<file path="src/rtl/fpu_defs_pkg.sv">
// Shared FPU definitions: default register-file geometry and the FPU SELECT opcodes
// that decode uses to work out destination writes and source usage.
package fpu_defs;

  localparam int DATA_WIDTH = 32;
  localparam int ADDR_WIDTH = 5;

  typedef enum logic [4:0] {
    FPU_ADD     = 5'd0,
    FPU_SUB     = 5'd1,
    FPU_MUL     = 5'd2,
    FPU_DIV     = 5'd3,
    FPU_SQRT    = 5'd4,
    FPU_MADD    = 5'd5,
    FPU_MSUB    = 5'd6,
    FPU_NMADD   = 5'd7,
    FPU_NMSUB   = 5'd8,
    FPU_MIN     = 5'd9,
    FPU_MAX     = 5'd10,
    FPU_SGNJ    = 5'd11,
    FPU_SGNJN   = 5'd12,
    FPU_SGNJX   = 5'd13,
    FPU_EQ      = 5'd14,
    FPU_LT      = 5'd15,
    FPU_LE      = 5'd16,
    FPU_CVT_W_S = 5'd17,
    FPU_CVT_S_W = 5'd18,
    FPU_MV_X_W  = 5'd19,
    FPU_MV_W_X  = 5'd20,
    FPU_CLASS   = 5'd21,
    FPU_FLW     = 5'd22,
    FPU_FSW     = 5'd23
  } fpu_select_e;

  // Ops whose result lands in the integer file or memory leave the FP file untouched.
  function automatic logic fpu_writes_fp(input fpu_select_e op);
    case (op)
      FPU_EQ, FPU_LT, FPU_LE, FPU_CVT_W_S, FPU_MV_X_W, FPU_CLASS, FPU_FSW: return 1'b0;
      default: return 1'b1;
    endcase
  endfunction

endpackage

</file>
<file path="src/rtl/fp_reg_file_scoreboard.sv">
// Issue scoreboard for the FP register file: one pending bit per register,
// RAW/WAW stall generation and flush handling.
module fp_scoreboard
  import fpu_defs::*;
#(
  parameter int ADDR_WIDTH = fpu_defs::ADDR_WIDTH,
  parameter int DEPTH      = 2 ** ADDR_WIDTH
) (
  input  logic                  clk,
  input  logic                  rst,
  input  logic [ADDR_WIDTH-1:0] read_addr1,
  input  logic [ADDR_WIDTH-1:0] read_addr2,
  input  logic [ADDR_WIDTH-1:0] read_addr3,
  input  logic                  rs1_used,
  input  logic                  rs2_used,
  input  logic                  rs3_used,
  input  logic                  write_enable,
  input  logic [ADDR_WIDTH-1:0] write_addr,
  input  logic                  issue_valid,
  input  logic [ADDR_WIDTH-1:0] issue_dest,
  input  logic                  issue_writes,
  input  logic                  flush,
  output logic                  hazard,
  output logic [DEPTH-1:0]      pending
);

  logic [DEPTH-1:0] pending_q;
  logic [DEPTH-1:0] pending_d;
  logic [2:0]       src_hazard;
  logic             dest_hazard;
  logic             issue_accept;

  // A writeback landing this cycle resolves the hazard because the bypass supplies the value.
  always_comb begin
    src_hazard[0] = rs1_used && pending_q[read_addr1] && !(write_enable && write_addr == read_addr1);
    src_hazard[1] = rs2_used && pending_q[read_addr2] && !(write_enable && write_addr == read_addr2);
    src_hazard[2] = rs3_used && pending_q[read_addr3] && !(write_enable && write_addr == read_addr3);
    dest_hazard   = issue_writes && pending_q[issue_dest] && !(write_enable && write_addr == issue_dest);
    hazard        = issue_valid && !flush && ((|src_hazard) || dest_hazard);
    issue_accept  = issue_valid && !hazard && !flush && issue_writes;
  end

  // Later assignments win: flush over a new issue, a new issue over a same-address writeback.
  always_comb begin
    pending_d = pending_q;
    if (write_enable) pending_d[write_addr] = 1'b0;
    if (issue_accept) pending_d[issue_dest] = 1'b1;
    if (flush)        pending_d = '0;
  end

  always_ff @(posedge clk or posedge rst) begin
    if (rst) pending_q <= '0;
    else     pending_q <= pending_d;
  end

  assign pending = pending_q;

endmodule

</file>
<file path="src/rtl/fp_reg_file.sv">
// FP architectural register file f0-f31 with three bypassed combinational read
// ports and an attached issue scoreboard.
module fp_reg_file
  import fpu_defs::*;
#(
  parameter int DATA_WIDTH = fpu_defs::DATA_WIDTH,
  parameter int ADDR_WIDTH = fpu_defs::ADDR_WIDTH,
  parameter int DEPTH      = 2 ** ADDR_WIDTH
) (
  input  logic                  clk,
  input  logic                  rst,
  input  logic [ADDR_WIDTH-1:0] read_addr1,
  input  logic [ADDR_WIDTH-1:0] read_addr2,
  input  logic [ADDR_WIDTH-1:0] read_addr3,
  output logic [DATA_WIDTH-1:0] read_data1,
  output logic [DATA_WIDTH-1:0] read_data2,
  output logic [DATA_WIDTH-1:0] read_data3,
  input  logic                  write_enable,
  input  logic [ADDR_WIDTH-1:0] write_addr,
  input  logic [DATA_WIDTH-1:0] write_data,
  input  logic                  issue_valid,
  input  logic [ADDR_WIDTH-1:0] issue_dest,
  input  logic                  issue_writes,
  input  logic                  rs1_used,
  input  logic                  rs2_used,
  input  logic                  rs3_used,
  input  logic                  flush,
  output logic                  hazard,
  output logic [DEPTH-1:0]      pending
);

  logic [DATA_WIDTH-1:0] regs [DEPTH];

  // f0 is an ordinary register here; a flush does not suppress the writeback.
  always_ff @(posedge clk or posedge rst) begin
    if (rst) begin
      for (int i = 0; i < DEPTH; i++) regs[i] <= '0;
    end else if (write_enable) begin
      regs[write_addr] <= write_data;
    end
  end

  always_comb begin
    read_data1 = (write_enable && write_addr == read_addr1) ? write_data : regs[read_addr1];
    read_data2 = (write_enable && write_addr == read_addr2) ? write_data : regs[read_addr2];
    read_data3 = (write_enable && write_addr == read_addr3) ? write_data : regs[read_addr3];
  end

  fp_scoreboard #(
    .ADDR_WIDTH(ADDR_WIDTH),
    .DEPTH     (DEPTH)
  ) u_scoreboard (
    .clk         (clk),
    .rst         (rst),
    .read_addr1  (read_addr1),
    .read_addr2  (read_addr2),
    .read_addr3  (read_addr3),
    .rs1_used    (rs1_used),
    .rs2_used    (rs2_used),
    .rs3_used    (rs3_used),
    .write_enable(write_enable),
    .write_addr  (write_addr),
    .issue_valid (issue_valid),
    .issue_dest  (issue_dest),
    .issue_writes(issue_writes),
    .flush       (flush),
    .hazard      (hazard),
    .pending     (pending)
  );

endmodule

</file>
<file path="config.mk">
export PLATFORM = sky130hd
export DESIGN_NAME = fp_reg_file
export DESIGN_NICKNAME = d
export VERILOG_FILES = /design/src/rtl/fpu_defs_pkg.sv /design/src/rtl/fp_reg_file_scoreboard.sv /design/src/rtl/fp_reg_file.sv
export SDC_FILE = /design/constraint.sdc
export NUM_CORES = 2
export LEC_CHECK = 0
export ABC_AREA = 0
export CAP_MARGIN = 10
export CORE_ASPECT_RATIO = 0.9
export CORE_UTILIZATION = 55
export DETAILED_ROUTE_END_ITERATION = 10
export GPL_TIMING_DRIVEN = 0
export PLACE_DENSITY = 0.77
export SYNTH_ARGS = -nofsm -noshare
export SYNTH_HDL_FRONTEND = slang
export SYNTH_SLANG_ARGS = --single-unit
</file>
<file path="constraint.sdc">
create_clock -name clk -period 47 [get_ports clk]
set_input_delay 9.4 -clock clk [delete_from_list [all_inputs] [get_ports clk]]
set_output_delay 9.4 -clock clk [all_outputs]
set_load 0.01 [all_outputs]
</file>
==> metrics.cfg <==
[global_routing]
globalRouteMet1Util_pct=51.0
grt_max_degree=131
grt_util_all_layers_pct=39.9
met2_usage_pct=57.5
grtUsageMet3_pct=16.6
grt_pass1_vias=46700
antenna_found_initial=8
grt-busiest-layer=met2
overflow=0
grt_pass1_wl_mm=340

[floorplanning]
core-area_mm2=0.118
die_h_um=330
ioPinCount=195
num_rows=119
die_x_um=366
initial_core_util_pct=55.8
die_area_mm2=0.121

[placed_design]
port_buffers=186
post-place-cells=5856
post-dp-hpwl_mm=169
place_ws_ns=23.53
dpl_cell_area_mm2=0.0701
gp_congestion=0.975

[detailed_routing]
drt-wirelength-per-cell_um=38.9
vias=46700
ant_nets=0
wl_mm=237
route.detailed.drc=0
drtIter0Drc=7095
drtPass1Iterations=8
vias_per_cell=7.67

[synthesis]
synth_edf_count=0
yosysWarnings=0
yosysTopAreaCell=dfrtp_1
synth_top_area_share_pct=40.3
ys_top_cells_by_area=dfrtp_1 40%, mux4_2 34%, mux2_2 18%
postSynthAreaPerCell_um2=16.1
synth_flop_cell=dfrtp_1
ys_types=42
netlist_area_mm2=0.0657
ys_ff_latch=1056
synth.most_common_cell=dfrtp_1
synthArstFlopShare_pct=100
synth_common_cells=1056 x dfrtp_1, 1026 x mux2_2, 990 x mux4_2, 216 x clkbuf_1, 137 x nand2_1
synth_nets=4132
synth_cells=4066
ys_seq_area_share_pct=40.3

[pwr]
power_density_mw_per_mm2=41.3
leakagePower_nw=30.3
finalPower_mw=3.07
ir_drop_mv=0.0375

[clock_network]
clock_latency_ns=0.75
cts_tree=done
cts.clk_slew.worst_paths_ns=0.06
clock_sinks=1056
cts_setup_buffers=0
clock_path_buffers=3
ctsResizeCount=0
ctsHoldBuffers=0
numCtsBuffers=115
htreeDepth=3
cts-root-buf=clkbuf_16

[sta]
fin_crit_ns=23.86
fin_crit_sh_pct=50.8
worst_hold_slack_ns=0.545
finalSetupViolations=0
hold_viol_final=0
fmax_mhz=41.9
worst_pin_slew_ns=1.48
setup_slack_ns=23.14
skew_ns=0.00393
slew_viol_final=0
rsz0062_at_grt=no
fin_setup_tns_ns=0
maxSlewHeadroom_pct=1.15

[setup_path]
worstReg2RegEnd=u_scoreboard.pending[9]$_DFF_PP0_
critPathArrivalTime_ns=14.46
crit_type=in -> out
critPathCapture=read_data2[12]
cp-end-kind=output pin
setup.worst_path.start=write_addr[4]
crit_path_start_kind=input port
r2r-start=u_scoreboard.pending[21]$_DFF_PP0_
path_max_fanout=10
r2r_slack_ns=44.50
ff2ff_path_depth=7
cp_data_required_time_ns=37.60

[layout]
final_cells=6095
nets=4478
areaGrowthSynthToFinish_pct=13.3
fill_cells=8371
drive_gt1_share_pct=54.2
fin_area_mm2=0.0744
fin_util_pct=63.2

[outcome]
status=finished, final reports clean

[run]
max-cap-violations=0

[min_path]
worstHoldPathType=reg -> reg
hp-start=regs[471]$_DFFE_PP0P_

metal layers:
layer	vias up	routed length, um
met2	4033	104000
met3	946	35200
met1	24600	81500
met5	-	193
li1	17200	-
met4	12	16300
final cells by class:
| cell class | instances | area, um2 | area share, % |
|---|---|---|---|
| Multi-Input combinational cell | 2537 | 37100 | 49.9 |
| Sequential cell | 1056 | 26400 | 35.5 |
| Clock buffer | 164 | 3320 | 4.47 |
| Timing Repair Buffer | 229 | 2690 | 3.62 |
| Buffer | 467 | 2080 | 2.80 |
| Tap cell | 1573 | 1970 | 2.65 |
| Clock inverter | 52 | 708 | 0.952 |
| Inverter | 6 | 30.0 | 0.0404 |
| Antenna cell | 11 | 27.5 | 0.0370 |
critical path: stages:
cell	delay, ns
clkdlybuf4s50_1	0.55
buf_1	0.56
xor2_1	0.14
nor4_1	0.36
and3_1	0.21
buf_1	1.07
clkbuf_1	0.91
o21ai_0	0.59
clkdlybuf4s50_1	0.63
kinds of logic after synthesis:
kind of cell              after synthesis  synth area share, %
buffers and inverters                 473                 3.20
AOI/OAI and AO/OA                     142                 1.19
xor gates and xnor gates               20                0.267
DFF                                  1056                 40.3
muxes                                2124                 53.2
and+or+nand+nor                       251                 1.88
cells in the final DEF, fill, tap and decap left out, types with 5 or more instances in the layout:
cell | Yosys | layout
xor2_1 | 16 | 16
clkinvlp_4 | 0 | 7
buf_4 | 20 | 20
nand2b_1 | 5 | 5
clkbuf_16 | 0 | 116
buf_1 | 84 | 83
buf_2 | 136 | 137
mux2_2 | 1026 | 1026
nand2_1 | 137 | 137
clkbuf_1 | 216 | 239
nor2_1 | 28 | 28
buf_8 | 0 | 27
o31ai_1 | 6 | 6
clkinv_2 | 0 | 23
mux2i_1 | 108 | 108
clkbuf_8 | 0 | 24
o21ai_1 | 18 | 18
mux4_2 | 990 | 990
inv_6 | 0 | 5
nand3_1 | 15 | 15
clkdlybuf4s50_1 | 0 | 186
diode_2 | 0 | 11
o21ai_0 | 102 | 102
nand3b_1 | 26 | 26
or3b_2 | 16 | 16
bufinv_16 | 0 | 16
dfrtp_1 | 1056 | 1056
buf_6 | 11 | 12
buf_16 | 0 | 15
worst min-delay path by stage:
stage,endpoint,cells after the start
2_1_floorplan,regs[477]$_DFFE_PP0P_,1
3_5_place_dp,regs[806]$_DFFE_PP0P_,1
4_1_cts,regs[806]$_DFFE_PP0P_,1
6_report,regs[471]$_DFFE_PP0P_,1
5_1_grt,regs[928]$_DFFE_PP0P_,1
3_3_place_gp,regs[823]$_DFFE_PP0P_,1
power by group:
group / internal, mW / switching, mW / leakage (nW)
Combinational: 0.501 / 0.335 / 14.8
Clock: 0.578 / 0.403 / 1.98
Sequential: 1.08 / 0.168 / 13.5
Total: 2.16 / 0.906 / 30.3
flip-flops by register name (all words and copies together) (netlist names):
register / flops
u_scoreboard.pending: 32
regs: 1024
(Power assumes the default switching activity.)
